[src/rtl/alu_pkg.sv]
// Shared definitions for the ALU multiply/divide sequencer: opcode codes,
// sequencer state encoding and a small opcode classification helper.
package alu_pkg;

  localparam logic [4:0] ALU_OP_MUL = 5'b00010;
  localparam logic [4:0] ALU_OP_DIV = 5'b00011;
  localparam logic [4:0] ALU_OP_MOD = 5'b00100;

  typedef enum logic [1:0] {
    IDLE = 2'd0,
    CALC = 2'd1,
    DONE = 2'd2
  } muldiv_state_e;

  // True for the two opcodes that run through the restoring divider.
  function automatic logic is_div_op(input logic [4:0] code);
    return (code == ALU_OP_DIV) || (code == ALU_OP_MOD);
  endfunction

endpackage

[src/rtl/muldiv_abs.sv]
// Combinational two's-complement conditional negate. With negate tied to
// the operand's sign bit it yields the absolute value (|-2^(W-1)| is the
// unsigned 2^(W-1)); with negate tied to a result sign it applies the sign fix.
module muldiv_abs #(
  parameter int WIDTH = 32
) (
  input  logic [WIDTH-1:0] value,
  input  logic             negate,
  output logic [WIDTH-1:0] result
);

  // Invert-and-increment when negation is requested, otherwise pass through.
  always_comb begin
    if (negate) begin
      result = ~value + {{(WIDTH-1){1'b0}}, 1'b1};
    end else begin
      result = value;
    end
  end

endmodule

[src/rtl/alu_muldiv_seq.sv]
// Multi-cycle multiply / divide / modulo sequencer for the ALU execute stage.
// Radix-2 shift-add multiply and restoring division on operand magnitudes,
// with a sign fix on the final iteration. valid/ready on both sides.
// Optional build macro MULDIV_EARLY_EXIT_EN: MUL leaves CALC as soon as the
// remaining multiplier bits are zero (results are unchanged).
module alu_muldiv_seq
  import alu_pkg::*;
#(
  parameter int WIDTH = 32,
  parameter int OP_W  = 5
) (
  input  logic             clk,
  input  logic             reset_n,
  input  logic             in_valid,
  output logic             in_ready,
  input  logic [OP_W-1:0]  op,
  input  logic [WIDTH-1:0] a,
  input  logic [WIDTH-1:0] b,
  output logic             out_valid,
  input  logic             out_ready,
  output logic [WIDTH-1:0] result,
  output logic             div_zero,
  output logic             bad_op,
  output logic             busy
);

  localparam int CNT_W = $clog2(WIDTH);

  // Architectural state
  muldiv_state_e    state_r, state_s;
  logic [OP_W-1:0]  op_r, op_s;
  logic             neg_r, neg_s;
  logic [WIDTH-1:0] acc_r, acc_s;   // product accumulator / partial remainder
  logic [WIDTH-1:0] sh_r, sh_s;     // multiplier (shifts right) / dividend->quotient (shifts left)
  logic [WIDTH-1:0] opd_r, opd_s;   // multiplicand (shifts left) / divisor (constant)
  logic [CNT_W-1:0] cnt_r, cnt_s;
  logic [WIDTH-1:0] result_r, result_s;
  logic             div_zero_r, div_zero_s;
  logic             bad_op_r, bad_op_s;
  logic             in_ready_r, out_valid_r, busy_r;

  // Iteration datapath
  logic [WIDTH:0]   rem_sh_s;
  logic [WIDTH:0]   diff_s;
  logic [WIDTH-1:0] step_acc_s, step_sh_s, step_opd_s;
  logic [WIDTH-1:0] mag_s;
  logic             last_s;

  // Operand entry and sign fix
  logic [WIDTH-1:0] abs_a_s, abs_b_s, fixed_s;
  logic             b_zero_s;

  muldiv_abs #(.WIDTH(WIDTH)) u_abs_a (
    .value  (a),
    .negate (a[WIDTH-1]),
    .result (abs_a_s)
  );

  muldiv_abs #(.WIDTH(WIDTH)) u_abs_b (
    .value  (b),
    .negate (b[WIDTH-1]),
    .result (abs_b_s)
  );

  muldiv_abs #(.WIDTH(WIDTH)) u_sign_fix (
    .value  (mag_s),
    .negate (neg_r),
    .result (fixed_s)
  );

  assign b_zero_s = (b == {WIDTH{1'b0}});

  // One radix-2 step: shift-add for MUL, restoring subtract for DIV/MOD.
  always_comb begin
    rem_sh_s   = {acc_r, sh_r[WIDTH-1]};
    diff_s     = rem_sh_s - {1'b0, opd_r};
    step_acc_s = acc_r;
    step_sh_s  = sh_r;
    step_opd_s = opd_r;
    if (op_r == ALU_OP_MUL) begin
      if (sh_r[0]) begin
        step_acc_s = acc_r + opd_r;
      end else begin
        step_acc_s = acc_r;
      end
      step_sh_s  = {1'b0, sh_r[WIDTH-1:1]};
      step_opd_s = {opd_r[WIDTH-2:0], 1'b0};
    end else if (!diff_s[WIDTH]) begin
      step_acc_s = diff_s[WIDTH-1:0];
      step_sh_s  = {sh_r[WIDTH-2:0], 1'b1};
      step_opd_s = opd_r;
    end else begin
      step_acc_s = rem_sh_s[WIDTH-1:0];
      step_sh_s  = {sh_r[WIDTH-2:0], 1'b0};
      step_opd_s = opd_r;
    end
  end

  // Pick the magnitude to sign-fix and decide whether this is the last step.
  always_comb begin
    case (op_r)
      ALU_OP_MUL: mag_s = step_acc_s;
      ALU_OP_DIV: mag_s = step_sh_s;
      default:    mag_s = step_acc_s;
    endcase
`ifdef MULDIV_EARLY_EXIT_EN
    last_s = (cnt_r == {CNT_W{1'b0}}) ||
             ((op_r == ALU_OP_MUL) && (step_sh_s == {WIDTH{1'b0}}));
`else
    last_s = (cnt_r == {CNT_W{1'b0}});
`endif
  end

  // Next-state and next-datapath logic for the IDLE/CALC/DONE sequencer.
  always_comb begin
    state_s    = state_r;
    op_s       = op_r;
    neg_s      = neg_r;
    acc_s      = acc_r;
    sh_s       = sh_r;
    opd_s      = opd_r;
    cnt_s      = cnt_r;
    result_s   = result_r;
    div_zero_s = div_zero_r;
    bad_op_s   = bad_op_r;
    case (state_r)
      IDLE: begin
        if (in_valid) begin
          op_s       = op;
          acc_s      = {WIDTH{1'b0}};
          cnt_s      = CNT_W'(WIDTH - 1);
          div_zero_s = 1'b0;
          bad_op_s   = 1'b0;
          if (op == ALU_OP_MUL) begin
            neg_s   = a[WIDTH-1] ^ b[WIDTH-1];
            sh_s    = abs_b_s;
            opd_s   = abs_a_s;
            state_s = CALC;
          end else if (is_div_op(op)) begin
            if (op == ALU_OP_MOD) begin
              neg_s = a[WIDTH-1];
            end else begin
              neg_s = a[WIDTH-1] ^ b[WIDTH-1];
            end
            sh_s  = abs_a_s;
            opd_s = abs_b_s;
            if (b_zero_s) begin
              // Zero divisor bypasses the engine: DIV -> all ones, MOD -> a.
              div_zero_s = 1'b1;
              state_s    = DONE;
              if (op == ALU_OP_DIV) begin
                result_s = {WIDTH{1'b1}};
              end else begin
                result_s = a;
              end
            end else begin
              state_s = CALC;
            end
          end else begin
            bad_op_s = 1'b1;
            result_s = {WIDTH{1'b0}};
            state_s  = DONE;
          end
        end else begin
          state_s = IDLE;
        end
      end
      CALC: begin
        acc_s = step_acc_s;
        sh_s  = step_sh_s;
        opd_s = step_opd_s;
        if (last_s) begin
          cnt_s    = {CNT_W{1'b0}};
          result_s = fixed_s;
          state_s  = DONE;
        end else begin
          cnt_s   = cnt_r - {{(CNT_W-1){1'b0}}, 1'b1};
          state_s = CALC;
        end
      end
      DONE: begin
        if (out_ready) begin
          state_s = IDLE;
        end else begin
          state_s = DONE;
        end
      end
      default: begin
        state_s = IDLE;
      end
    endcase
  end

  // State, datapath and registered handshake outputs.
  always_ff @(posedge clk or negedge reset_n) begin
    if (!reset_n) begin
      state_r     <= IDLE;
      op_r        <= {OP_W{1'b0}};
      neg_r       <= 1'b0;
      acc_r       <= {WIDTH{1'b0}};
      sh_r        <= {WIDTH{1'b0}};
      opd_r       <= {WIDTH{1'b0}};
      cnt_r       <= {CNT_W{1'b0}};
      result_r    <= {WIDTH{1'b0}};
      div_zero_r  <= 1'b0;
      bad_op_r    <= 1'b0;
      in_ready_r  <= 1'b1;
      out_valid_r <= 1'b0;
      busy_r      <= 1'b0;
    end else begin
      state_r     <= state_s;
      op_r        <= op_s;
      neg_r       <= neg_s;
      acc_r       <= acc_s;
      sh_r        <= sh_s;
      opd_r       <= opd_s;
      cnt_r       <= cnt_s;
      result_r    <= result_s;
      div_zero_r  <= div_zero_s;
      bad_op_r    <= bad_op_s;
      in_ready_r  <= (state_s == IDLE);
      out_valid_r <= (state_s == DONE);
      busy_r      <= (state_s != IDLE);
    end
  end

  assign in_ready  = in_ready_r;
  assign out_valid = out_valid_r;
  assign busy      = busy_r;
  assign result    = result_r;
  assign div_zero  = div_zero_r;
  assign bad_op    = bad_op_r;

endmodule
[config.mk]
export PLATFORM = sky130hd
export DESIGN_NAME = alu_muldiv_seq
export DESIGN_NICKNAME = d
export VERILOG_FILES = /design/src/rtl/alu_pkg.sv /design/src/rtl/muldiv_abs.sv /design/src/rtl/alu_muldiv_seq.sv
export SDC_FILE = /design/constraint.sdc
export NUM_CORES = 1
export LEC_CHECK = 0
export ABC_CLOCK_PERIOD_IN_PS = 10600
export CORE_ASPECT_RATIO = 0.5
export CORE_UTILIZATION = 43
export DETAILED_ROUTE_END_ITERATION = 7
export PLACE_DENSITY = 0.68
export SLEW_MARGIN = 5
export SYNTH_ARGS = -nofsm -noshare
export SYNTH_HDL_FRONTEND = slang
export SYNTH_HIERARCHICAL = 1
export SYNTH_SLANG_ARGS = --single-unit
export TNS_END_PERCENT = 1
[constraint.sdc]
create_clock -name clk -period 10.6 [get_ports clk]
set_input_delay 2.12 -clock clk [delete_from_list [all_inputs] [get_ports clk]]
set_output_delay 2.12 -clock clk [all_outputs]
set_load 0.02 [all_outputs]
==> impl_metrics.sql, run 1 <==
INSERT INTO impl_metrics (metric_group, metric, value, unit) VALUES
('run_status', 'outcome', 'finished, final reports clean', ''),
('sta', 'timing.final.hold_violations', '0', ''),
('run', 'maxCapViolations', '0', ''),
('global_route', 'globalRouteOverflowTotal', '0', ''),
('floorplan', 'die_width', '265', 'um'),
('routing', 'vias', '14806', ''),
('clock_tree', 'hold_buffers', '0', ''),
('final_layout', 'post_route_cells_drive_above_1_share', '6.74', '%'),
('yosys', 'ys_seq_area_share', '24.5', '%'),
('yosys', 'synth-adder-area-share', '5.90', '%'),
('sta', 'rsz0062_at_grt', 'no', ''),
('yosys', 'synth.area.mux_share', '8.26', '%'),
('final_layout', 'count_of_placed_standard_cells_in_the_final_layout_fillers_left_out', '2455', ''),
('clock_tree', 'cts_tree', 'yes', ''),
('placement', 'globalplace.congestion', '0.950', ''),
('sta', 'fin_worst_skew', '0.0170', 'ns'),
('clock_tree', 'clk_sinks', '146', ''),
('setup_path', 'reg2regPathDepth', '19', ''),
('global_route', 'grtUsageTotal', '28.3', '%'),
('placement', 'dp_hpwl', '38.0', 'mm'),
('yosys', 'synth_edf_count', '0', ''),
('floorplan', 'row_cnt', '47', ''),
('yosys', 'yosys.cell_types.count', '75', ''),
('setup_path', 'critPathMaxStageDelay', '0.69', 'ns'),
('sta', 'worst_slew_margin_rel', '22.8', '%'),
('sta', 'finalMaxSlewViolations', '0', ''),
('pwr', 'peakVddDrop', '0.167', 'mV'),
('sta', 'fmaxAchievable', '179', 'MHz'),
('placement', 'placedCellCount', '2421', ''),
('placement', 'place_area', '16200', 'um2'),
('clock_tree', 'ctsHtreeMaxLevel', '4', ''),
('routing', 'router_iterations_before_antenna_repair', '6', ''),
('clock_tree', 'clock_insertion_delay_worst_skew', '0.44', 'ns'),
('clock_tree', 'cts_made_buffers', '17', ''),
('setup_path', 'worstPathRequired', '10.94', 'ns'),
('setup_path', 'critPathKind', 'flip-flop to flip-flop', ''),
('final_layout', 'final_cell_utilization_of_the_core', '50.2', '%'),
('routing', 'drt-total-wl', '50.3', 'mm'),
('setup_path', 'worst-endpoint-arrival', '5.92', 'ns'),
('sta', 'slew_at_the_pin_closest_to_its_max_slew_limit', '1.16', 'ns'),
('sta', 'period_needed', '5.58', 'ns'),
('yosys', 'ys_dominant_reg_cell', 'dfrtp_1', ''),
('placement', 'portBuffers', '109', ''),
('setup_path', 'crit_fanout', '50', ''),
('setup_path', 'cp.depth', '19', ''),
('sta', 'min_period_over_period', '52.6', '%'),
('min_path', 'hold_path_class', 'flip-flop to flip-flop', ''),
('yosys', 'netlist_area', '14900', 'um2'),
('setup_path', 'reg_to_reg_start', 'sh_r[31]', ''),
('setup_path', 'critical_path.cell_chain', 'inv_1, ha_1, fa_1, nor2b_1, o2111ai_1, a21oi_1, o311a_1, o21a_1, o21ai_2, xnor2_2, buf_4, o311ai_0, o21ai_0, nor3_1, nand3_1, o31ai_1, xnor2_1, a21oi_1, o21ai_0', ''),
('floorplan', 'ioPinCount', '110', ''),
('floorplan', 'dieHeight', '134', 'um'),
('routing', 'dr.first_iter.drc_count', '1896', ''),
('global_route', 'first_global_vias', '13470', ''),
('sta', 'tns', '0', 'ns'),
('routing', 'drc', '0', ''),
('setup_path', 'critical-path-slowest-cell', 'o311ai_0', ''),
('clock_tree', 'cts.repair_timing.setup_buffer_count', '0', ''),
('min_path', 'worst_hold_path.num_cells', '2', ''),
('floorplan', 'dieArea', '35400', 'um2'),
('setup_path', 'timing.critical_path.to_type', 'flip-flop', ''),
('setup_path', 'startpoint_type', 'flip-flop', ''),
('clock_tree', 'post_cts_resized', '0', ''),
('setup_path', 'setup.worst_path.start', 'sh_r[31]', ''),
('global_route', 'grt_max_degree', '85', ''),
('yosys', 'post_synth.cell_area_avg', '7.59', 'um2'),
('yosys', 'xor_xnor_share_of_the_synthesized_area', '8.52', '%'),
('final_layout', 'fillerInstances', '3195', ''),
('clock_tree', 'clk_pin_slew', '0.07', 'ns'),
('sta', 'worst_hold_slack', '0.481', 'ns'),
('yosys', 'simple_gate_area_share_of_the_yosys_netlist', '21.0', '%');
[layout make-up]
cell class | count | area (um2) | area share [%]
clock inverter | 15 | 218 | 1.29
antenna | 2 | 5.00 | 0.0297
timing repair buffer | 124 | 1200 | 7.15
sequential | 146 | 3660 | 21.7
tap | 465 | 582 | 3.45
multi-input combinational | 1628 | 10500 | 62.6
inverter | 58 | 218 | 1.29
clock buffer | 17 | 425 | 2.52
[power by group]
group,switching [uW],total (uW),internal [uW]
registers,326,1120,790
clock network,291,674,383
logic,2720,4320,1590
[worst paths after layout]
| path | to | slack, ns |
|---|---|---|
| max in group asynchronous | sh_r[0] | 7.32 |
| max | result[13] | 5.02 |
| min | result[8] | 0.48 |
| min reg2reg | result[8] | 0.48 |
| max reg2reg | result[13] | 5.02 |
| min in group asynchronous | out_valid | 1.70 |
[metrics by stage]
step,setup WS (ns),total power [uW]
2_1_floorplan,6.25,4110
3_3_place_gp,5.00,5250
3_5_place_dp,4.94,5270
4_1_cts,5.15,5970
5_1_grt,4.61,6550
6_report,5.02,6100
[synthesized netlist by cell type, drive strengths merged, types with 5 or more instances]
cell	number	area [um2]
a211o	8	70.1
a211oi	8	60.1
a21o	34	255
a21oi	236	1180
a31oi	14	87.6
and2	11	68.8
and3	9	56.3
buf	25	138
clkbuf	105	394
dfrtp	145	3630
ha	67	838
inv	58	218
mux2	40	450
mux2i	78	781
nand2	278	1040
nand2b	16	100
nand3	63	315
nand4	21	131
nor2	147	552
nor2b	20	125
nor3	20	100
nor4	30	368
o211ai	6	45.0
o21a	10	75.1
o21ai	194	975
o21bai	9	67.6
o221ai	20	175
o22ai	6	37.5
o311ai	5	43.8
o31ai	33	248
o41ai	27	327
or2	5	31.3
or2b	6	45.0
or3	9	56.3
xnor2	129	1130
xor2	16	140
[metal layers]
| metal | wire [um] | up-vias | track usage (%) |
|---|---|---|---|
| met1 | 24300 | 6970 | 43.9 |
| li1 | - | 7101 | - |
| met4 | 553 | 0 | 4.72 |
| met2 | 19600 | 687 | 38.2 |
| met3 | 5920 | 48 | 8.08 |
| met5 | 0 | - | 0 |
[logic make-up (layout without fill, tap and decap cells)]
logic type | after synthesis | count (layout)
fa+ha+maj | 69 | 69
xor+xnor | 145 | 145
other cells | 0 | 2
mux | 118 | 118
flops | 146 | 146
buf+inv | 188 | 214
compound gates | 647 | 647
simple gates | 649 | 649
[cells in the final DEF (no fill, tap or decap), types with 8 or more instances in the layout]
cell,count
a211o_1,8
a211oi_1,8
a21o_1,34
a21oi_1,236
a31oi_1,14
and2_1,9
and3_1,9
buf_4,15
clkbuf_16,17
clkdlybuf4s50_1,108
dfrtp_1,144
ha_1,67
inv_1,58
mux2_2,40
mux2i_1,78
nand2_1,278
nand2b_1,15
nand3_1,62
nand4_1,21
nor2_1,147
nor2b_1,19
nor3_1,20
nor4_1,18
nor4_4,12
o21a_1,10
o21ai_0,189
o21bai_1,9
o221ai_1,20
o31ai_1,33
o41ai_1,15
o41ai_2,12
or3_1,8
xnor2_1,128
xor2_1,16
[sequential cells by signal (all words and copies together) (netlist names), 2 cells and up]
register / count
cnt_r: 5
opd_r: 32
op_r: 5
result: 32
sh_r: 32
state_r: 2
acc_r: 32
[worst reg2reg max path, stage by stage, from the launching register on]
cell and delay, ns:
dfrtp_1 0.41, inv_1 0.07, ha_1 0.22, fa_1 0.42, nor2b_1 0.19, o2111ai_1 0.22
a21oi_1 0.25, o311a_1 0.23, o21a_1 0.16, o21ai_2 0.08, xnor2_2 0.13, buf_4 0.33
o311ai_0 0.71, o21ai_0 0.46, nor3_1 0.52, nand3_1 0.31, o31ai_1 0.34, xnor2_1 0.15
a21oi_1 0.08, o21ai_0 0.20
Note: power is estimated with default switching activity, not from simulation.
==> run 2: changes to the inputs <==
--- a/config.mk
+++ b/config.mk
@@ -5,7 +5,7 @@
 export SDC_FILE = /design/constraint.sdc
 export NUM_CORES = 1
 export LEC_CHECK = 0
-export ABC_CLOCK_PERIOD_IN_PS = 10600
+export ABC_CLOCK_PERIOD_IN_PS = 5800
 export CORE_ASPECT_RATIO = 0.5
 export CORE_UTILIZATION = 43
 export DETAILED_ROUTE_END_ITERATION = 7
==> constraint.sdc (replaced) <==
create_clock -name clk -period 5.8 [get_ports clk]
set_input_delay 1.16 -clock clk [delete_from_list [all_inputs] [get_ports clk]]
set_output_delay 1.16 -clock clk [all_outputs]
set_load 0.02 [all_outputs]
==> run 2 against run 1 <==
Utilization shrank 0.074 points. Critical path type unchanged. Worst setup slack lost 4.6 ns. Sequential power grew 86%. Clock power rose by 59%. Non-clock buffer count is 8 higher. Flip-flop and latch count unchanged. Global-route usage is 0.41 points higher. Wire length is 1.8% higher. Highest routed layer unchanged. Die area did not move.
==> impl_metrics.sql, run 2 (synthesis gave the netlist of run 1 again) <==
INSERT INTO impl_metrics (metric_group, metric, value, unit) VALUES
('setup_path', 'critPathKind', 'flip-flop to flip-flop', ''),
('sta', 'fin_worst_skew', '0.0136', 'ns'),
('sta', 'setup_slack', '0.447', 'ns'),
('sta', 'rsz0062_at_grt', 'no', ''),
('clock_tree', 'hold_buffers', '0', ''),
('global_route', 'grtUsageTotal', '28.7', '%'),
('placement', 'portBuffers', '109', ''),
('clock_tree', 'cts.repair_timing.setup_buffer_count', '0', ''),
('setup_path', 'worstPathRequired', '6.15', 'ns'),
('floorplan', 'row_cnt', '47', ''),
('global_route', 'grt_antenna_before_repair', '1', ''),
('sta', 'timing.final.hold_violations', '0', ''),
('routing', 'drt-total-wl', '51.2', 'mm'),
('global_route', 'global_route.usage.met3', '7.19', '%'),
('setup_path', 'crit_fanout', '27', ''),
('sta', 'finalMaxSlewViolations', '0', ''),
('pwr', 'power_density_over_cell_area', '656', 'nW/um2'),
('floorplan', 'ioPinCount', '110', ''),
('placement', 'globalplace.congestion', '0.980', ''),
('routing', 'router_iterations_before_antenna_repair', '6', ''),
('final_layout', 'count_of_placed_standard_cells_in_the_final_layout_fillers_left_out', '2462', ''),
('floorplan', 'dieHeight', '134', 'um'),
('global_route', 'global_route_wire_length_before_repair', '78.9', 'mm'),
('setup_path', 'setup.worst_path.start', 'acc_r[1]', ''),
('run', 'maxCapViolations', '0', ''),
('pwr', 'power.leakage', '0.00710', 'uW'),
('sta', 'finalSetupViolCount', '0', ''),
('setup_path', 'startpoint_type', 'flip-flop', ''),
('setup_path', 'reg_to_reg_start', 'acc_r[1]', ''),
('final_layout', 'syn_to_final_growth', '12.9', '%'),
('clock_tree', 'maximum_clock_path_buffer_count', '2', ''),
('final_layout', 'post_route_cells_drive_above_1_share', '7.11', '%'),
('final_layout', 'most_frequent_standard_cell_in_the_layout_excluding_fill_and_tap_cells', 'nand2_1', ''),
('placement', 'dp_hpwl', '39.0', 'mm'),
('setup_path', 'worst-endpoint-arrival', '5.71', 'ns'),
('clock_tree', 'clock_insertion_delay_worst_skew', '0.45', 'ns'),
('global_route', 'globalRouteOverflowTotal', '0', ''),
('sta', 'fmaxAchievable', '187', 'MHz'),
('sta', 'slew_at_the_pin_closest_to_its_max_slew_limit', '1.07', 'ns'),
('clock_tree', 'cts_root_buf', 'clkbuf_16', ''),
('floorplan', 'start_util', '44.4', '%'),
('pwr', 'peakVddDrop', '0.311', 'mV'),
('placement', 'placedCellCount', '2429', ''),
('global_route', 'first_global_vias', '13135', ''),
('global_route', 'global_route.usage.met2', '38.2', '%'),
('clock_tree', 'clk_pin_slew', '0.06', 'ns'),
('sta', 'tns', '0', 'ns'),
('routing', 'dr.first_iter.drc_count', '1600', ''),
('final_layout', 'mostFrequentLayoutCells', 'nand2_1 (278), a21oi_1 (236), o21ai_0 (189)', ''),
('routing', 'drc', '0', ''),
('global_route', 'grt_max_degree', '127', ''),
('global_route', 'gr-max-usage-layer', 'met1', ''),
('clock_tree', 'post_cts_resized', '0', ''),
('routing', 'ant_nets', '0', ''),
('sta', 'worst_slew_margin_rel', '26.5', '%'),
('setup_path', 'crit_end', 'result[30]', ''),
('setup_path', 'regToRegEndpoint', 'result[30]', ''),
('min_path', 'hold_path_class', 'flip-flop to flip-flop', ''),
('floorplan', 'die_width', '265', 'um'),
('sta', 'min_period_over_period', '92.3', '%'),
('floorplan', 'dieArea', '35400', 'um2'),
('global_route', 'groute.layer.met1.usage', '45.6', '%'),
('clock_tree', 'cts_tree', 'yes', ''),
('clock_tree', 'cts_made_buffers', '17', ''),
('final_layout', 'layout.nets', '2125', ''),
('routing', 'wire_per_inst', '20.8', 'um'),
('placement', 'dp_worst_setup_slack', '0.609', 'ns'),
('setup_path', 'timing.critical_path.to_type', 'flip-flop', ''),
('clock_tree', 'ctsHtreeMaxLevel', '4', ''),
('run_status', 'outcome', 'finished, final reports clean', ''),
('floorplan', 'coreArea', '33600', 'um2'),
('sta', 'period_needed', '5.35', 'ns'),
('setup_path', 'worst-r2r-setup-slack', '0.45', 'ns'),
('routing', 'route.detailed.vias_per_inst', '6.05', ''),
('routing', 'vias', '14891', ''),
('setup_path', 'reg2regPathDepth', '19', ''),
('clock_tree', 'clk_sinks', '146', '');
run 2: per-layer routing:
metal | part of all wire [%] | routed length (um)
met1 | 49 | 25200
met2 | 39 | 19800
met3 | 11 | 5780
met4 | 1.0 | 517
met5 | 0 | 0
run 2: cell type report:
cell class,instances,area [um2]
flip-flops and latches,146,3660
well taps,465,582
fillers,3270,16800
multi-input cells,1628,10500
clock inverters,15,123
diodes,1,2.50
repair buffers,132,1280
clock buffers,17,425
inverters,58,218
run 2: worst min-delay path by stage:
stage | start | to | slack, ns | cells past startpoint
after floorplan | op_r[1] | op_r[1] | 0.44 | 2
after global placement | op_r[1] | op_r[1] | 0.46 | 2
after detailed placement | op_r[1] | op_r[1] | 0.47 | 2
after CTS | bad_op | bad_op | 0.49 | 2
after global routing | result[28] | result[28] | 0.51 | 2
final | result[28] | result[28] | 0.49 | 2
run 2: worst max-delay path, cell delays in order (launching register included):
cell	delay (ns)
dfrtp_1	0.45
ha_1	0.38
nor2b_1	0.17
o2111ai_1	0.34
a21oi_1	0.15
o311a_1	0.37
o21a_1	0.21
o21ai_2	0.18
xnor2_2	0.13
buf_4	0.34
buf_4	0.24
mux2i_1	0.27
nor2_1	0.07
a21o_1	0.28
nor4_4	0.58
nand3b_1	0.25
o41ai_1	0.40
xnor2_1	0.17
a21oi_1	0.08
o21ai_0	0.20
run 2: power breakdown:
part | internal (uW) | total, uW | switching, uW
sequential | 1440 | 2080 | 633
clock | 558 | 1070 | 515
combinational | 2940 | 7880 | 4950
total | 4940 | 11000 | 6090
run 2: metrics by stage:
| stage | hold slack (ns) | power, uW | cell area, um2 | util [%] |
|---|---|---|---|---|
| 2_1_floorplan | 0.437 | 7520 | 14900 | - |
| 3_3_place_gp | 0.462 | 9600 | 16300 | 48.5 |
| 3_5_place_dp | 0.471 | 9650 | 16300 | 48.5 |
| 4_1_cts | 0.492 | 10800 | 16800 | 50.1 |
| 5_1_grt | 0.508 | 11800 | 16800 | 50.1 |
| 6_report | 0.485 | 11000 | 16800 | 50.1 |
==> run 3: changes to the inputs <==
--- a/config.mk
+++ b/config.mk
@@ -8,9 +8,10 @@
 export ABC_CLOCK_PERIOD_IN_PS = 5800
 export CORE_ASPECT_RATIO = 0.5
 export CORE_UTILIZATION = 43
+export CTS_CLUSTER_SIZE = 20
 export DETAILED_ROUTE_END_ITERATION = 7
 export PLACE_DENSITY = 0.68
-export SLEW_MARGIN = 5
+export SLEW_MARGIN = 10
 export SYNTH_ARGS = -nofsm -noshare
 export SYNTH_HDL_FRONTEND = slang
 export SYNTH_HIERARCHICAL = 1
==> results of run 3 <==
The final DEF is identical to that of run 2; final timing and power are the same.
